==> config.mk <==
export PLATFORM = sky130hd
export DESIGN_NAME = input_loader
export DESIGN_NICKNAME = d
export VERILOG_FILES = /design/src/rtl/input_loader_pkg.sv /design/src/rtl/input_loader.sv
export SDC_FILE = /design/constraint.sdc
export NUM_CORES = 1
export LEC_CHECK = 0
export CAP_MARGIN = 25
export CORE_MARGIN = 5
export CORE_UTILIZATION = 53
export DETAILED_ROUTE_END_ITERATION = 10
export MAX_ROUTING_LAYER = met4
export PLACE_DENSITY = 0.85
export SYNTH_ARGS = -nofsm -noshare
export SYNTH_HDL_FRONTEND = slang
export SYNTH_SLANG_ARGS = --single-unit
export TNS_END_PERCENT = 5
==> constraint.sdc <==
create_clock -name clk -period 2.21 [get_ports clk]
set_input_delay 0.442 -clock clk [delete_from_list [all_inputs] [get_ports clk]]
set_output_delay 0.442 -clock clk [all_outputs]
set_load 0.01 [all_outputs]
==> src/rtl/input_loader_pkg.sv <==
// -----------------------------------------------------------------------------
// input_loader_pkg
// Shared definitions for the image input loader: the loader FSM state encoding
// and the default geometry (pixel RAM address width, pixels per image, bits
// per received byte).
// -----------------------------------------------------------------------------
package input_loader_pkg;

    localparam int ADDR_WIDTH_DEF = 10;
    localparam int NUM_PIXELS_DEF = 784;
    localparam int BYTE_WIDTH_DEF = 8;

    typedef enum logic [1:0] {
        IDLE  = 2'd0,
        WRITE = 2'd1,
        DONE  = 2'd2
    } state_t;

endpackage

==> src/rtl/input_loader.sv <==
// -----------------------------------------------------------------------------
// input_loader
// Unpacks received bytes into a 1-bit-per-pixel image RAM. Each accepted byte
// is written LSB first, one pixel per clock, at consecutive addresses. Loading
// stops once the last pixel of the image has been written.
//
// Ports
//   clk         in   clock, rising edge
//   rst_n       in   synchronous active-low reset
//   start       in   pulse: restart loading at pixel 0 (wins over rx_rdy)
//   rx_rdy      in   level: rx_data holds an unconsumed byte
//   rx_data     in   received byte, pixel order LSB first
//   clr_rx_rdy  out  one-cycle acknowledge of rx_data consumption
//   ram_we      out  pixel RAM write enable
//   ram_addr    out  pixel RAM write address
//   ram_data    out  pixel bit to write
//   busy        out  high while writing a byte
//   load_done   out  high once the whole image has been written
// -----------------------------------------------------------------------------
module input_loader
    import input_loader_pkg::*;
#(
    parameter int ADDR_WIDTH = ADDR_WIDTH_DEF,
    parameter int NUM_PIXELS = NUM_PIXELS_DEF,
    parameter int BYTE_WIDTH = BYTE_WIDTH_DEF
) (
    input  logic                  clk,
    input  logic                  rst_n,
    input  logic                  start,
    input  logic                  rx_rdy,
    input  logic [BYTE_WIDTH-1:0] rx_data,
    output logic                  clr_rx_rdy,
    output logic                  ram_we,
    output logic [ADDR_WIDTH-1:0] ram_addr,
    output logic                  ram_data,
    output logic                  busy,
    output logic                  load_done
);

    localparam int                    BIT_W     = (BYTE_WIDTH > 1) ? $clog2(BYTE_WIDTH) : 1;
    localparam logic [ADDR_WIDTH-1:0] LAST_ADDR = ADDR_WIDTH'(NUM_PIXELS - 1);
    localparam logic [BIT_W-1:0]      LAST_BIT  = BIT_W'(BYTE_WIDTH - 1);

    state_t                  state_q, state_d;
    logic [ADDR_WIDTH-1:0]   pixel_cnt_q, pixel_cnt_d;   // address of the next pixel to write
    logic [BYTE_WIDTH-1:0]   shift_q, shift_d;           // bits of the byte not yet presented
    logic [BIT_W-1:0]        bit_cnt_q, bit_cnt_d;       // index of the bit currently on ram_data
    logic                    we_q, we_d;
    logic [ADDR_WIDTH-1:0]   addr_q, addr_d;
    logic                    data_q, data_d;
    logic                    clr_q, clr_d;
    logic                    busy_q, busy_d;
    logic                    done_q, done_d;

    // Saturating advance: the counter parks on the last pixel so it can never
    // point outside the image.
    function automatic logic [ADDR_WIDTH-1:0] next_pixel(input logic [ADDR_WIDTH-1:0] cnt);
        return (cnt == LAST_ADDR) ? cnt : cnt + 1'b1;
    endfunction

    always_comb begin
        state_d     = state_q;
        pixel_cnt_d = pixel_cnt_q;
        shift_d     = shift_q;
        bit_cnt_d   = bit_cnt_q;
        we_d        = 1'b0;
        addr_d      = addr_q;
        data_d      = data_q;
        clr_d       = 1'b0;

        if (start) begin
            state_d     = IDLE;
            pixel_cnt_d = '0;
        end else begin
            case (state_q)
                IDLE: begin
                    // The first bit goes out on the same edge that captures the
                    // byte, so the write burst starts in the cycle after rx_rdy.
                    if (rx_rdy) begin
                        state_d     = WRITE;
                        clr_d       = 1'b1;
                        we_d        = 1'b1;
                        addr_d      = pixel_cnt_q;
                        data_d      = rx_data[0];
                        shift_d     = rx_data >> 1;
                        bit_cnt_d   = '0;
                        pixel_cnt_d = next_pixel(pixel_cnt_q);
                    end
                end
                WRITE: begin
                    // ram_we is high for every WRITE cycle, so addr_q is the
                    // address being written right now.
                    if (addr_q == LAST_ADDR) begin
                        state_d = DONE;
                    end else if (bit_cnt_q == LAST_BIT) begin
                        state_d = IDLE;
                    end else begin
                        we_d        = 1'b1;
                        addr_d      = pixel_cnt_q;
                        data_d      = shift_q[0];
                        shift_d     = shift_q >> 1;
                        bit_cnt_d   = bit_cnt_q + 1'b1;
                        pixel_cnt_d = next_pixel(pixel_cnt_q);
                    end
                end
                DONE: begin
                    state_d = DONE;
                end
                default: begin
                    state_d = IDLE;
                end
            endcase
        end

        busy_d = (state_d == WRITE);
        done_d = (state_d == DONE);
    end

    always_ff @(posedge clk) begin
        if (!rst_n) begin
            state_q     <= IDLE;
            pixel_cnt_q <= '0;
            shift_q     <= '0;
            bit_cnt_q   <= '0;
            we_q        <= 1'b0;
            addr_q      <= '0;
            data_q      <= 1'b0;
            clr_q       <= 1'b0;
            busy_q      <= 1'b0;
            done_q      <= 1'b0;
        end else begin
            state_q     <= state_d;
            pixel_cnt_q <= pixel_cnt_d;
            shift_q     <= shift_d;
            bit_cnt_q   <= bit_cnt_d;
            we_q        <= we_d;
            addr_q      <= addr_d;
            data_q      <= data_d;
            clr_q       <= clr_d;
            busy_q      <= busy_d;
            done_q      <= done_d;
        end
    end

    assign clr_rx_rdy = clr_q;
    assign ram_we     = we_q;
    assign ram_addr   = addr_q;
    assign ram_data   = data_q;
    assign busy       = busy_q;
    assign load_done  = done_q;

endmodule

==> qor.txt <==
vias post-DR: 1480
Highest Clock Rate: 490.6 MHz
Post-CTS Setup Inserts: 0
global-route wire length before repair: 6182 um
Remaining Overflow, GRT: 0
Max VDD drop: 0.3759 mV
initial antenna violation count: 0
clk_lat worst skew: 340 ps
top cells by area, synth: dfxtp_1 (42%), mux2i_1 (11%), nand2_1 (8.9%)
drt first pass iters: 4
vias in the first global route: 1420
CP arrival: 2320 ps
Leak: 0.8299 nW
total placed cells including tap cells: 259
final core area utilization: 65.98%
crit-path leading delay family: simple AND/OR/NAND/NOR gates
measured slew at the worst slew-check pin: 593.8 ps
Core Area: 3284 um^2
TritonCTS sink count: 37
YS warnings: 0
WP data required: 2490 ps
ANT cells: 0
ANT nets after route: 0
Final GP Congestion: 0.8704
Hold Startpoint: shift_q[3]$_SDFFE_PN0P_
syn nets: 206
commonest non-fill, non-tap cells in the layout: nand2_1 (42), dfxtp_1 (37), clkdlybuf4s50_1 (26)
Power Dens Cells: 567.5 nW/um^2
CTS tree: yes
pin count of the biggest net entering global routing: 31
hold depth: 2
Synth Cell Area: 1780 um^2
CP endpoint kind: register
Final Max Tran Viols: 0
final setup fails: 0
RR Endpoint: pixel_cnt_q[5]$_SDFFE_PP0P_
Die Y: 67.96 um
# port buffers: 26
DP HPWL: 2643 um
reg-to-reg slack, setup: 170 ps
top-area cell type share of the netlist area: 41.60%
Crit Path Max Fanout: 9
hold_ws: 469.7 ps
Synth cell types: 35
row cnt: 21
share of cells above drive strength 1: 14.48%
Area Overhead vs Synth: 21.71%
reg2reg start: bit_cnt_q[0]$_SDFFE_PN0P_
number of enable flip-flop cells after synthesis: 0
crit-path max cell delay: 460 ps
cells after synthesis: 191
#FFs+latches synth: 37
post-synth top area cell: dfxtp_1
WS Path Type: reg2reg
GRT Util Overall: 18.19%
minimum clock period: 2038 ps
Synth Flop Type: dfxtp_1
Hold Vio Cnt, Final: 0
Boundary Pins: 27
Initial Util: 54.21%
met2 wire length: 1604 um
slew margin rel.: 60.05%
DRT iter0 DRCs: 67
Hold Crit Class: reg2reg
CTS Buffer Depth: 2
Die ar.: 4619 um^2
status: finished clean
leading cell type in the layout, fill and taps excluded: nand2_1
met1 WL: 1834 um
design area: 2167 um^2
worst-path cell chain: ha_1 -> ha_1 -> nand2b_1 -> a21o_1 -> buf_4 -> or4_1 -> a21oi_1
CP most frequent cell: ha_1
ys async rst share: 0%
Max Used Layer: met4
Post-DP Area: 2097 um^2
RSZ-0062 raised after global routing: no
H-tree depth: 2
root buffer cell: clkbuf_4
WP buf/inv: 1
# resized after CTS: 0
final std cells w/o fill: 267
nets: 235
Slowest cell on crit path: or4_1
Seq/Total Area, Yosys: 41.60%
Worst Hold Endpoint: shift_q[3]$_SDFFE_PN0P_
Critical Path Start Type: register
Setup TNS: 0 ps
width of the chip: 67.96 um
clock buffer count from CTS: 5
R2R cell count: 7
metal3 WL: 138 um
Clk pin slew, worst setup/hold paths: 110 ps
Clock Skew: 12.61 ps
max cap viols: 0
Detailed Route WL: 3644 um
Avg Inst Size Synth: 9.322 um^2
DRC: 0
DR vias/cell: 5.543
Tcrit/Tclk final: 92.24%
hold_buf cts: 0
drt wl/cell: 13.65 um
## power breakdown
group	internal, mW	switching [mW]	leakage, nW
registers	0.681	0.00922	0.300
clock network	0.184	0.217	0.0413
logic	0.0712	0.0672	0.489
total	0.937	0.293	0.830
## how the worst max path moves through the flow
stage                              startpoint                           to  slack (ps)  cells after the start
floorplan           bit_cnt_q[0]$_SDFFE_PN0P_  pixel_cnt_q[5]$_SDFFE_PP0P_         320                      7
global placement                       rx_rdy        ram_data$_SDFFE_PN0P_         110                      6
detailed placement                     rx_rdy      shift_q[0]$_SDFFE_PN0P_          90                      6
CTS                 bit_cnt_q[0]$_SDFFE_PN0P_  pixel_cnt_q[4]$_SDFFE_PP0P_         180                      7
global route        bit_cnt_q[0]$_SDFFE_PN0P_  pixel_cnt_q[4]$_SDFFE_PP0P_          60                      7
finish              bit_cnt_q[0]$_SDFFE_PN0P_  pixel_cnt_q[5]$_SDFFE_PP0P_         170                      7
## cell families (layout without fill, tap and decap cells)
group	count (synthesis)	count (layout)	share of synthesized area, %
and+or+nand+nor	82	82	25.09
DFF	37	37	41.60
AOI/OAI and AO/OA	26	26	11.17
muxes	26	26	15.11
buffers and inverters	17	47	4.919
adders and majority gates	3	3	2.108
## cells in the mapped netlist (2+ instances only)
master	number
mux2_2	7
o31a_1	2
inv_1	3
buf_6	3
mux2i_1	19
nand4_1	3
nor3_1	5
dfxtp_1	37
nor4_1	4
or4_1	5
clkbuf_1	10
a21oi_1	7
o311ai_1	2
ha_1	3
a32o_2	3
nand3_1	4
nand2b_1	8
nand2_1	42
and4_1	2
o31ai_1	7
## metrics by stage
stage               setup slack (ps)  total power, mW
finish                         171.5            1.230
global route                   59.76            1.281
CTS                            177.1            1.240
detailed placement             92.62           0.8433
global placement               110.2           0.8406
floorplan                      315.2           0.7897
## cell type report
type | count | area [um^2]
Sequential cell | 37 | 740.7
Fill cell | 279 | 1117
Timing Repair Buffer | 36 | 335.3
Inverter | 3 | 11.26
Multi-Input combinational cell | 137 | 952.2
Tap cell | 46 | 57.56
Clock buffer | 7 | 65.06
Clock inverter | 1 | 5.005
## state kept, by name, indices dropped and copies added, names as in the netlist
name,flops
ram_addr,10
load_done,1
pixel_cnt_q,10
busy,1
ram_data,1
clr_rx_rdy,1
bit_cnt_q,3
ram_we,1
shift_q,7
state_q,2
## tightest hold or removal path: cells and delay by family (launching register included)
kind | cells | cell delay [ps]
flops | 1 | 330
simple gates | 1 | 50
mux | 1 | 60
## layer usage
layer	vias up	GRT usage, %
met2	30	27.80
met3	7	3.612
met5	-	-
met1	692	23.04
met4	0	8.437
li1	751	-
No activity file was read; power rests on OpenSTA's default activity.
==> variant 1, RTL diff (config.mk and constraints unchanged) <==
Encoding of `state_t`: now one-hot (3 bits for 3 states).
--- a/src/rtl/input_loader_pkg.sv
+++ b/src/rtl/input_loader_pkg.sv
@@ -11,8 +11,8 @@
     localparam int BYTE_WIDTH_DEF = 8;
 
-    typedef enum logic [1:0] {
-        IDLE  = 2'd0,
-        WRITE = 2'd1,
-        DONE  = 2'd2
+    typedef enum logic [2:0] {
+        IDLE  = 3'b001,
+        WRITE = 3'b010,
+        DONE  = 3'b100
     } state_t;
 
Function: no difference found for any inputs over 10 cycles, from zero or initial values and one cycle with rst_n low; not proved beyond that.
==> variant 1 against the unedited design <==
  * Count of clock-buffer cells in the layout fell by 1
  * Power rose by 7.5%
  * Worst setup slack got worse by 0.14 ns
  * Sequential power rose by 3%
  * Sequential cell count rose by 1
  * Fmax fell by 6.5%
  * Sequential share of layout area fell by 0.79 points
  * Cell area rose by 5.1%
  * Critical path depth fell by 1
  * Via count rose by 4.2%
  * Synthesized area rose by 4.8%
  * Core utilization rose by 1.8 points
  * Routed wire length rose by 9.7%
==> variant 1: results (changes against the unedited design) <==
Nets - 244 (+3.8%)
Status - complete, no violations
FMAX - 0.459 GHz (-6.5%)
# fillers - 287 (+2.9%)
Seq. pwr - 708 uW (+3%)
P_leak - 0.000835 uW (+0.57%)
Met2 routed WL - 1.92 mm (+20%)
Vias per cell - 5.61 (+1.2%)
Synth Area in Compound Gates - 7.44% (-3.7 points)
Most frequent cells after synthesis - nand2_1, dfxtp_1, mux2i_1
Pint - 1030 uW (+10%)
WL met1 - 1.89 mm (+3.1%)
Hold path endpoint - shift_q[4]$_SDFFE_PN0P_
Worst slew margin - 69.6% (+9.6 points)
Area contributors post-synth - dfxtp_1, mux2i_1, nand2_1
DR WL met3 - 144 um (+4.3%)
Seq/Total Area, Yosys - 40.8% (-0.82 points)
Fraction of layout cells with a size suffix above 1 - 13.1% (-1.4 points)
Crit path to - shift_q[0]$_SDFFE_PN0P_
Worst clock skew - 0.00683 ns (-0.00578 ns)
Drt initial violations - 114 (+70%)
Hold WS - 0.469 ns (-0.000463 ns)
Worst path arrival time - 2.40 ns (+0.08 ns)
Post-Place Setup Slack - -0.0727 ns (-0.165 ns)
# Post-CTS Setup Buffers - 0 (unchanged)
R2r setup slk - 0.03 ns (-0.14 ns)
Total track usage - 17.8% (-0.43 points)
Placed cell areas - 0.00219 mm^2 (+4.5%)
Hold path startpoint - shift_q[4]$_SDFFE_PN0P_
R2R depth - 6 (-1)
DR WL/cell - 14.5 um (+6.5%)
Net Count, Synth - 216 (+4.9%)
Number of global-route vias before repair - 1455 (+2.5%)
Largest net degree at the start of global routing - 47 (+52%)
Netlist cell types - 41 (+17%)
Fraction of the mapped netlist area in adder cells - 2.01% (-0.096 points)
==> variant 1: changes by cell type after synthesis, sizes merged, moves of 3 or more <==
cell,delta
nor3,-3
mux2i,+6
nand2,+6
or4,-3
and2,+3
a21oi,-3
a32o,-3
clkbuf,-3
==> variant 1: cell type report <==
cell class / instances / area, um^2 / share of cell area (%)
tap: 46 / 57.6 / 2.53
timing repair buffer: 33 / 338 / 14.8
multi-input combinational: 150 / 1040 / 45.5
inverter: 1 / 3.75 / 0.165
clock inverter: 1 / 30.0 / 1.32
sequential: 38 / 761 / 33.4
clock buffer: 6 / 51.3 / 2.25
==> variant 1: layer usage <==
metal | global-route usage (%) | vias to the layer above
li1 | - | 775
met1 | 23.1 | 726
met2 | 28.0 | 34
met3 | 4.06 | 7
met4 | 4.34 | 0
met5 | - | -
==> variant 1: metrics by stage <==
stage / power (uW) / cells
after floorplan: 801 / 201
after global placement: 849 / 268
after detailed placement: 852 / 268
after CTS: 1320 / 275
after global routing: 1380 / 275
final: 1320 / 275
==> variant 2, RTL diff (same flow settings) <==
Without the edit above. `BYTE_WIDTH_DEF`: 8 -> 32.
--- a/src/rtl/input_loader_pkg.sv
+++ b/src/rtl/input_loader_pkg.sv
@@ -9,5 +9,5 @@
     localparam int ADDR_WIDTH_DEF = 10;
     localparam int NUM_PIXELS_DEF = 784;
-    localparam int BYTE_WIDTH_DEF = 8;
+    localparam int BYTE_WIDTH_DEF = 32;
 
     typedef enum logic [1:0] {
Ports: changed (resized rx_data); port bits go from 27 to 51. The function was not compared with the original's and may differ.
==> variant 2 against the unedited design <==
  * Power increased by 110%
  * Sequential power increased by 77%
  * Synthesized area increased by 62%
  * Routed wire length increased by 120%
  * Sequential cell count increased by 26
  * Combinational power increased to 3.3 times the old value
  * Cell area increased by 87%
  * Worst setup slack got worse by 0.20 ns
  * The run now ends with negative setup slack left
==> variant 2: results (changes against the unedited design) <==
R2R depth - 12 (+5)
Slowest library cell on the worst path - dfxtp_2
Net Count, Synth - 371 (+80%)
R2r setup slk - -0.03 ns (-0.20 ns)
Number of global-route vias before repair - 2634 (+85%)
PortBufs - 50 (+92%)
Nets - 452 (+92%)
Netlist cell types - 34 (-2.9%)
Worst stage delay on the critical path - 0.34 ns (-0.12 ns)
Hold WS - 0.475 ns (+0.00511 ns)
Drt first pass iters - 5 (+1)
Area contributors post-synth - dfxtp_1, a311oi_2, nand2_1
Fraction of layout cells with a size suffix above 1 - 25.7% (+11 points)
Hold path endpoint - ram_addr[4]$_SDFFE_PN0P_
H-tree depth - 3 (+1)
Failing checks - negative setup slack
Placed cell areas - 0.00359 mm^2 (+71%)
Worst slew margin - 72.0% (+12 points)
Largest net degree at the start of global routing - 36 (+16%)
Hold path startpoint - ram_addr[4]$_SDFFE_PN0P_
Gp weighted congestion - 0.911 (+4.6%)
Drt initial violations - 289 (+330%)
RR Endpoint - shift_q[2]$_SDFFE_PN0P_
Clock transition at path regs - 0.07 ns (-0.04 ns)
Status - finished, violations left
Worst setup margin - -0.0332 ns (-0.205 ns)
P_leak - 0.00147 uW (+77%)
Seq/Total Area, Yosys - 43.8% (+2.2 points)
Worst clock skew - 0.0111 ns (-0.00150 ns)
Crit-path max FO - 8 (-1)
CTS Buf Count - 9 (+4)
First-pass GRT wire length - 12.2 mm (+98%)
Most frequent cells after synthesis - nand2_1, dfxtp_1, nor2_1
DP HPWL - 4.62 mm (+75%)
# fillers - 330 (+18%)
Via count - 2822 (+91%)
Total track usage - 22.2% (+4.0 points)
Final setup viols - 3 (+3)
CTS root buf - clkbuf_8
variant 2: power breakdown:
part	switching (uW)	internal, uW	leakage (uW)	total, uW
combinational	213	235	0.000872	449
sequential	33.7	1190	0.000516	1220
clock	434	425	0.0000850	859
variant 2: logic make-up after synthesis:
kind of cell	synth area share, %
flops	43.8
compound gates	21.9
simple gates	25.9
buf+inv	5.30
fa+ha+maj	1.30
xor+xnor	1.82
variant 2: cell type report:
cell class | instances | share of cell area (%)
inverters | 3 | 0.278
clock buffers | 11 | 3.50
multi-input cells | 241 | 38.3
flip-flops and latches | 63 | 31.2
repair buffers | 95 | 24.0
clock inverters | 4 | 0.557
well taps | 70 | 2.17
variant 2: worst max-delay path: cells and delay by family (launching register included):
kind                       cells  cell delay [ns]
adders and majority gates      2             0.30
AOI/OAI and AO/OA              2             0.42
and+or+nand+nor                4             0.53
buffers and inverters          4             0.55
DFF                            1             0.34
variant 2: repair_timing:
item | CTS | global route
pin swaps | 7 | 16
setup buffers | 10 | 3
gates resized for setup | 11 | 13
endpoints found under the setup margin | 34 | 40
hold buffers | 0 | 0
gates cloned | 2 | 1
variant 2: how the worst max path moves through the flow:
| stage | startpoint | end | slack [ns] | cells after the start |
|---|---|---|---|---|
| floorplan | bit_cnt_q[0]$_SDFFE_PN0P_ | bit_cnt_q[3]$_SDFFE_PN0P_ | 0.05 | 8 |
| global placement | rx_rdy | shift_q[5]$_SDFFE_PN0P_ | -0.02 | 9 |
| detailed placement | bit_cnt_q[0]$_SDFFE_PN0P_ | shift_q[16]$_SDFFE_PN0P_ | -0.1 | 11 |
| CTS | bit_cnt_q[0]$_SDFFE_PN0P_ | shift_q[0]$_SDFFE_PN0P_ | 0.005 | 12 |
| global route | bit_cnt_q[0]$_SDFFE_PN0P_ | shift_q[2]$_SDFFE_PN0P_ | -0.14 | 12 |
| finish | bit_cnt_q[0]$_SDFFE_PN0P_ | shift_q[2]$_SDFFE_PN0P_ | -0.03 | 12 |
variant 2: layer usage:
metal  wire (um)  track usage, %  part of all wire, %  up-vias
met4         320            11.7                  3.9        0
met3         493            4.44                  6.0       31
met1        3240            25.4                   40     1327
met2        4120            36.5                   50      140
met5           0               -                    0        -
li1            -               -                    -     1324
variant 2: metrics by stage:
| step | setup WS [ns] | cells | util [%] |
|---|---|---|---|
| 2_1_floorplan | 0.0492 | 332 | - |
| 3_3_place_gp | -0.0249 | 456 | 69.0 |
| 3_5_place_dp | -0.0996 | 456 | 69.0 |
| 4_1_cts | 0.00524 | 483 | 75.7 |
| 5_1_grt | -0.141 | 487 | 77.7 |
| 6_report | -0.0332 | 487 | 77.7 |
